### config.mk
export PLATFORM = sky130hd
export DESIGN_NAME = fifo_unpacker
export DESIGN_NICKNAME = d
export VERILOG_FILES = /design/src/rtl/fifo_unpacker.sv
export SDC_FILE = /design/constraint.sdc
export NUM_CORES = 1
export LEC_CHECK = 0
export ABC_AREA = 1
export BUFFER_PORTS_ARGS = -buffer_cell sky130_fd_sc_hd__buf_2
export CORE_MARGIN = 1.5
export CORE_UTILIZATION = 30
export CTS_BUF_LIST = sky130_fd_sc_hd__clkbuf_4 sky130_fd_sc_hd__clkbuf_8
export DETAILED_ROUTE_END_ITERATION = 6
export PLACE_DENSITY_LB_ADDON = 0.12
export REMOVE_ABC_BUFFERS = 1
export SLEW_MARGIN = 20
export SYNTH_ARGS = -nofsm -noshare
export SYNTH_HDL_FRONTEND = slang
export SYNTH_SLANG_ARGS = --single-unit
### constraint.sdc
create_clock -name clk -period 1.2 [get_ports clk]
set_input_delay 0.18 -clock clk [delete_from_list [all_inputs] [get_ports clk]]
set_output_delay 0.18 -clock clk [all_outputs]
set_load 0.005 [all_outputs]
### src/rtl/fifo_unpacker.sv
// rtl/fifo_unpacker.sv - show-ahead FIFO word to narrow valid/ready beat unpacker (optional FIFO_UNPACKER_MSB_FIRST_EN)
module fifo_unpacker #(
    parameter int DATA_WIDTH = 16,
    parameter int OUT_WIDTH  = 4
) (
    input  logic                  clk,
    input  logic                  reset_n,
    input  logic                  fifo_n_empty,
    input  logic [DATA_WIDTH-1:0] fifo_data,
    output logic                  fifo_r_en,
    input  logic                  flush,
    output logic                  out_valid,
    output logic [OUT_WIDTH-1:0]  out_data,
    output logic                  out_last,
    input  logic                  out_ready
);

    localparam int RATIO  = DATA_WIDTH / OUT_WIDTH;
    localparam int BEAT_W = (RATIO > 1) ? $clog2(RATIO) : 1;
    localparam logic [BEAT_W-1:0] LAST_BEAT = BEAT_W'(RATIO - 1);

    typedef enum logic {
        EMPTY = 1'b0,
        SEND  = 1'b1
    } state_t;

    state_t                state_q;
    logic [DATA_WIDTH-1:0] word_q;
    logic [BEAT_W-1:0]     beat_q;
    logic                  held;
    logic                  fire;
    logic                  done;
    logic [OUT_WIDTH-1:0]  slices [RATIO];

    // A word that does not split evenly into beats cannot be unpacked.
    generate
        if (DATA_WIDTH % OUT_WIDTH != 0) begin : g_width_check
            $error("fifo_unpacker: DATA_WIDTH must be a multiple of OUT_WIDTH");
        end
    endgenerate

    // Slice table in emission order: entry k is the beat sent at beat_q == k.
    for (genvar i = 0; i < RATIO; i++) begin : g_slice
`ifdef FIFO_UNPACKER_MSB_FIRST_EN
        assign slices[i] = word_q[(RATIO-1-i)*OUT_WIDTH +: OUT_WIDTH];
`else
        assign slices[i] = word_q[i*OUT_WIDTH +: OUT_WIDTH];
`endif
    end

    assign held      = (state_q == SEND);
    assign out_valid = held;
    assign out_last  = held & (beat_q == LAST_BEAT);
    assign fire      = out_valid & out_ready;
    assign done      = fire & out_last;
    // Pop on the cycle the last beat is taken so consecutive words have no bubble;
    // reset_n gates it so nothing is requested while the pair is held in reset.
    assign fifo_r_en = reset_n & ~flush & fifo_n_empty & (~held | done);

    // Beat select mux over the slice table.
    always_comb begin
        out_data = '0;
        for (int k = 0; k < RATIO; k++) begin
            if (beat_q == BEAT_W'(k)) begin
                out_data = slices[k];
            end
        end
    end

    // Load on pop, release on last beat or flush, otherwise advance on each accepted beat.
    always_ff @(posedge clk or negedge reset_n) begin
        if (!reset_n) begin
            state_q <= EMPTY;
            word_q  <= '0;
            beat_q  <= '0;
        end else if (fifo_r_en) begin
            state_q <= SEND;
            word_q  <= fifo_data;
            beat_q  <= '0;
        end else if (done || flush) begin
            state_q <= EMPTY;
            beat_q  <= '0;
        end else if (fire) begin
            beat_q  <= beat_q + BEAT_W'(1);
        end
    end

endmodule

==> summary.md, run 1 <==
| Metric | Value |
|---|---|
| Cell variety after synth | 17 |
| RSZ-0062 raised after global routing | true |
| Dpl ws | -0.2133 ns |
| Die area | roughly 0.0037 mm2 |
| Final WS setup | -0.4672 ns |
| Tmin final | between 1.5 and 2 ns |
| Antenna-violating nets left | 0 |
| Hold violation count in the final report | 0 |
| Drt initial violations | 20 |
| WP data arrival | between 1 and 1.5 ns |
| Fillcell total | around 330 |
| I/O pins | 28 |
| Wire per inst | 11.35 um |
| Setup crit end kind | output port |
| Vias | 981 |
| TritonCTS buffer count | 3 |
| Setup Total Neg Slack | -5.579 ns |
| Max cap viols | 0 |
| Final Slew Violations | 0 |
| Root buffer cell | clkbuf_4 |
| Total Routing Usage GR | ~15% |
| Failing checks | setup timing |
| Die X-Extent | a little over 60 um |
| Relative slew slack | ~43% |
| Area growth, synth to finish | 39.48% |
| First-pass GRT wire length | 4.229 mm |
| Biggest area consumer among synthesized cells | dfrtp_1 |
| Pleak | 0.0007799 uW |
| H-tree Lvls | 1 |
| Crit-path max FO | 4 |
| Vias in the first global route | slightly below 1000 |
| Final core area utilization | a little under half |
| Peak VDD IR | 0.6145 mV |
| Clk slew on worst S/H paths | 0.11 ns |
| Min-Delay Path Depth | 3 |
| Vias per cell | about 4.6 |
| Synth Area per Inst | roughly 7.6 um2 |
| Final period util | 138.9% |
| Final setup viols | 23 |
| GP Congestion | 0.7843 |
| Clock latency on the worst-skew pair | just under 0.3 ns |
| PnR Total Power | between 1500 and 2000 uW |
| Largest net degree at the start of global routing | 20 |
| Min-Delay Path Class | input pin to flip-flop |
| WP data required | 1.02 ns |
| CP startpoint kind | flip-flop |
| Power Density | ~1100 mW/mm2 |
| Area contributors post-synth | dfrtp_1 (47%), nand2_1 (20%), nand3_1 (11%) |
| Remaining global-route overflow | 0 |
| Critical path class | flip-flop to output port |
| CTS tree | built |
| Mapped cell area | between 0.001 and 0.0015 mm2 |
| Synthesis Warnings | 0 |
| Status | finished, violations left |
| N_diodes | 0 |
| PortBufs | 27 |
| Area of the core | roughly 0.0031 mm2 |
| Worst Tran Pin Value | 0.8564 ns |
| Yosys reg bits | 19 |
| Synth top area share | between 40% and 50% |
| Initial core utilization | between 30 and 40% |
| Syn Inst Count | 133 |
| Skew final | approximately 0.0022 ns |
| F_max | around 600 MHz |
| Clock Sinks | 19 |
| Chip Height | approximately 60 um |
| Routed wire length | around 2.4 mm |
| DRC | 0 |
| # nets final | around 200 |
| Drt pass-1 iters | 4 |
| Initial antenna violation count | 0 |
| Worst reg2reg path depth | 8 |
| Sequential share of the synthesized area | 46.74% |
| Hpwl dp | 1.744 mm |
| CTS Buffer Depth | 2 |
| Share of cells above drive strength 1 | around 36% |
| # rows | 20 |
[Yosys cell counts]
| library cell | number |
|---|---|
| nand2_1 | 54 |
| nand3_1 | 22 |
| dfrtp_1 | 19 |
| inv_1 | 9 |
| nor2_1 | 8 |
| a21oi_1 | 4 |
| ha_1 | 4 |
| nand4_1 | 4 |
| buf_2 | 1 |
| buf_4 | 1 |
| buf_6 | 1 |
| clkbuf_1 | 1 |
| inv_2 | 1 |
| nand2_2 | 1 |
| nand2_4 | 1 |
| nand3_2 | 1 |
| nor2_4 | 1 |
[stage by stage]
stage,area (um2),cells,hold WS (ns)
floorplan,989.7,129,-0.1156
global placement,1265,208,0.1875
detailed placement,1265,208,0.1876
CTS,1378,214,0.09866
global route,1419,215,0.09980
finish,1419,215,0.1030
[path summary, 6_finish.rpt]
path,start,end,slack [ns]
setup / recovery,beat_q[0],out_data[0],-0.47
hold / removal,fifo_data[9],word_q[9],0.10
setup reg to reg,beat_q[0],word_q[4],-0.21
hold reg to reg,word_q[11],word_q[11],0.49
max in group asynchronous,reset_n,beat_q[0],0.36
min in group asynchronous,reset_n,word_q[4],0.26
[per-layer routing]
| layer | global-route usage, % | vias to the layer above | part of all wire (%) |
|---|---|---|---|
| met4 | 2.795 | 0 | 0.57 |
| met2 | 26.75 | 17 | 49 |
| met3 | 3.782 | 2 | 3.5 |
| met1 | 19.45 | 459 | 47 |
| li1 | - | 503 | - |
| met5 | 0 | - | 0 |
[cell usage in the layout, fill, tap and decap left out, types with 2 or more instances in the layout]
master	instances
a21oi_1	4
buf_12	3
buf_2	27
buf_4	4
buf_6	3
clkbuf_4	3
dfrtp_1	17
dfrtp_2	2
ha_4	3
inv_1	5
inv_2	5
nand2_1	52
nand2_2	2
nand2_4	2
nand3_1	19
nand3_2	3
nand4_1	4
nor2_1	8
[final cells by class]
cell class,instances,area [um2],area share (%)
multi-input cells,100,549.3,38.71
flip-flops and latches,19,478.0,33.69
repair buffers,38,271.5,19.14
well taps,44,55.05,3.880
inverters,10,37.54,2.646
clock buffers,3,22.52,1.587
clock inverters,1,5.005,0.3527
[power breakdown]
| group | leakage, uW | switching [uW] | internal, uW |
|---|---|---|---|
| Sequential | 0.000238 | 73.8 | 750 |
| Combinational | 0.000525 | 193 | 186 |
| Clock | 0.0000177 | 201 | 124 |
| Total | 0.000780 | 468 | 1060 |
[critical path, cell delays in order (launching register included)]
cell and delay, ns:
dfrtp_2 0.47, inv_2 0.10, buf_6 0.11, ha_4 0.16, nand3_1 0.08, nand2_1 0.07, nand2_1 0.04, nand2_1 0.05
buf_2 0.10
[kinds of logic (layout without fill, tap and decap cells)]
family                     count (synthesis)  in the layout  synth area share (%)
DFF                                       19             19                 46.74
AOI/OAI and AO/OA                          4              4                 1.968
and+or+nand+nor                           92             92                 39.98
adders and majority gates                  4              4                 4.920
buffers and inverters                     14             52                 6.395
[sequential cells by signal, summed over array words and instances (netlist names)]
register,flops
word_q,16
beat_q,2
out_valid,1
[timing repair]
item,4_1_cts,5_1_grt
setup buffers,1,1
hold buffers,1,0
endpoints found under the setup margin,22,42
resized for setup,19,8
pin swaps,8,4
hold endpoints to repair,19,0
Power figures use the tool's default switching activity.
==> run 2, diff against run 1 <==
--- a/config.mk
+++ b/config.mk
@@ -6,11 +6,11 @@
 export NUM_CORES = 1
 export LEC_CHECK = 0
 export ABC_AREA = 1
-export BUFFER_PORTS_ARGS = -buffer_cell sky130_fd_sc_hd__buf_2
 export CORE_MARGIN = 1.5
 export CORE_UTILIZATION = 30
 export CTS_BUF_LIST = sky130_fd_sc_hd__clkbuf_4 sky130_fd_sc_hd__clkbuf_8
 export DETAILED_ROUTE_END_ITERATION = 6
+export DONT_BUFFER_PORTS = 1
 export PLACE_DENSITY_LB_ADDON = 0.12
 export REMOVE_ABC_BUFFERS = 1
 export SLEW_MARGIN = 20
==> constraint.sdc (replaced) <==
create_clock -name clk -period 1.5 [get_ports clk]
set_input_delay 0.225 -clock clk [delete_from_list [all_inputs] [get_ports clk]]
set_output_delay 0.225 -clock clk [all_outputs]
set_load 0.005 [all_outputs]
==> run 2 against run 1 <==
Against the previous run:
- the run still ends with setup timing left
- worst hold slack got worse by 0.056 ns
- sequential share of layout area rose by 3.6 points
- critical path depth fell by 3
- critical endpoint is now out_data[3]
==> summary.md, run 2 (synthesis results as in run 1) <==
| Metric | Value |
|---|---|
| Min-Delay Path Depth | 2 (-1) |
| CP dominant cell by count | nand2_2 |
| Cell Chain, Critical Path | ha_4 -> buf_8 -> nor2_1 -> nand2_2 -> nand2_2 |
| Wire per inst | 13.81 um (+22%) |
| H-tree Lvls | 1 (unchanged) |
| Crit path max-delay family | flip-flops |
| Area of the core | 0.003128 mm2 (unchanged) |
| Biggest register | word_q |
| Failing checks | setup timing |
| FF-to-FF setup slack | 0.09 ns (+0.30 ns) |
| Critical R2R Launch | beat_q[1] |
| WP data arrival | 1.42 ns (-0.07 ns) |
| Worst reg2reg path depth | 8 (unchanged) |
| Peak VDD IR | 0.5050 mV (-18%) |
| Setup crit end kind | output port |
| Final setup viols | 5 (-78%) |
| RSZ-0062 raised after global routing | true |
| GP Congestion | 0.7377 (-5.9%) |
| Total Routing Usage GR | 15.37% (about the same) |
| Drt initial violations | 38 (+90%) |
| Die area | 0.003749 mm2 (unchanged) |
| Vias | 886 (-9.7%) |
| Clock latency on the worst-skew pair | 0.30 ns (about the same) |
| Final Slew Violations | 0 (unchanged) |
| Clock Sinks | 19 (unchanged) |
| Clk slew on worst S/H paths | 0.12 ns (about the same) |
| Drt pass-1 iters | 4 (unchanged) |
| Hpwl dp | 1.656 mm (-5.0%) |
| Vias per cell | 4.815 (+5.5%) |
| Most common cell after layout, fill and taps aside | nand2_1 |
| Critical path class | flip-flop to output port |
| Hold Path Sink | word_q[12] |
| Crit-path max FO | 10 (+6) |
| Fillcell total | 351 (+8.0%) |
| CP startpoint kind | flip-flop |
| Area growth, synth to finish | 25.95% |
| N_diodes | 0 (unchanged) |
| I/O pins | 28 (unchanged) |
| Routed wire length | 2.541 mm (+4.1%) |
| Skew final | 0.001034 ns (-0.001145 ns) |
| CTS Buffer Depth | 2 (unchanged) |
| Hold violation count in the final report | 0 (unchanged) |
| Root buffer cell | clkbuf_4 |
| Reg-to-Reg End | word_q[13] |
| First-pass GRT wire length | 4.119 mm (-2.6%) |
| Worst Path Buf+Inv | 1 (-2) |
| Tmin final | 1.645 ns |
| Hold Path Origin | fifo_data[12] |
| Remaining global-route overflow | 0 (unchanged) |
| DRC | 0 (unchanged) |
| Pleak | 0.0006194 uW (-21%) |
| Vias in the first global route | 898 (-9.6%) |
| Dpl cells | 176 (-15%) |
| Initial antenna violation count | 0 (unchanged) |
| WP data required | 1.27 ns (+0.25 ns) |
| Status | finished, violations left |
| Power Density | 917.3 mW/mm2 (-15%) |
| Slowest cell on the critical path | dfrtp_2 |
| # nets final | 166 (-16%) |
| CTS tree | built |
| Largest net degree at the start of global routing | 20 (unchanged) |
| Commonest cells after routing, fill and taps aside | nand2_1 (51), nand3_1 (20), dfrtp_1 (17) |
| Antenna-violating nets left | 0 (unchanged) |
| Share of cells above drive strength 1 | 26.43% (-9.2 points) |
| Die X-Extent | 61.23 um (unchanged) |
| Largest stage delay on the critical path | 0.50 ns (+0.03 ns) |
| TritonCTS buffer count | 3 (unchanged) |
| Initial core utilization | 32.52% (unchanged) |
| Setup Total Neg Slack | -0.6205 ns (+4.959 ns) |
| Max cap viols | 0 (unchanged) |
| Chip Height | 61.23 um (unchanged) |
| F_max | just over 600 MHz |
| Final WS setup | -0.1447 ns (+0.3225 ns) |
| PortBufs | 0 (-100%) |
| Min-Delay Path Class | input pin to flip-flop |
| Worst Tran Pin Value | 0.8616 ns (+0.005172 ns) |
| Relative slew slack | 42.37% (-0.53 points) |
| Final period util | 109.6% |
| Max reg flops | 16 (unchanged) |
| # rows | 20 (unchanged) |
| Post-Layout Cell Count | 184 (-14%) |
run 2: changes by cell type in the layout (fill, tap and decap cells not counted), sizes merged:
| cell | delta |
|---|---|
| buf | -31 |
| dlymetal6s4s | -1 |
| inv | -1 |
| clkinvlp | +1 |
| dlygate4sd3 | +1 |
run 2: power breakdown:
| group | internal [uW] | switching [uW] |
|---|---|---|
| Sequential | 600 | 67.4 |
| Combinational | 94.2 | 138 |
| Clock | 102 | 174 |
run 2: timing repair:
action / CTS / global route
endpoints found under the setup margin: 6 / 10
gates resized for setup: 22 / 17
hold buffers: 1 / 0
setup buffers: 3 / 1
hold endpoints to repair: 19 / 0
pin swaps: 6 / 8
run 2: layout make-up:
cell class / instances / area, um2 / area share, %
Sequential cell: 19 / 478.0 / 37.30
Tap cell: 44 / 55.05 / 4.297
Timing Repair Buffer: 7 / 82.58 / 6.445
Inverter: 10 / 52.55 / 4.102
Clock inverter: 1 / 7.507 / 0.5859
Multi-Input combinational cell: 100 / 583.1 / 45.51
Clock buffer: 3 / 22.52 / 1.758
run 2: worst max-delay path by stage:
stage          cells past startpoint      start          end
3_5_place_dp                       7  beat_q[0]  out_data[1]
5_1_grt                            7  beat_q[0]  out_data[3]
4_1_cts                            6  beat_q[1]  out_data[1]
2_1_floorplan                      5  beat_q[0]    fifo_r_en
3_3_place_gp                       7  beat_q[1]  out_data[3]
6_report                           5  beat_q[1]  out_data[3]
run 2: metrics by stage:
stage	hold slack, ns	util [%]	worst slack [ns]	area [um2]	power, uW
detailed placement	-0.06972	34.12	0.1305	1067	859.4
global placement	-0.06996	34.12	0.1561	1067	856.1
floorplan	-0.07059	-	0.02101	989.7	797.9
finish	0.04700	40.96	-0.1447	1281	1175
CTS	0.02782	38.92	-0.1042	1217	1179
global route	0.01516	40.96	-0.2227	1281	1261
run 2: layer usage:
layer  GRT usage (%)  up-vias  share of wire, %
met5               0        -                 0
met2           25.08       19                50
met1           18.72      424                44
li1                -      439                 -
met4           6.522        0               2.1
met3           4.832        4               4.6
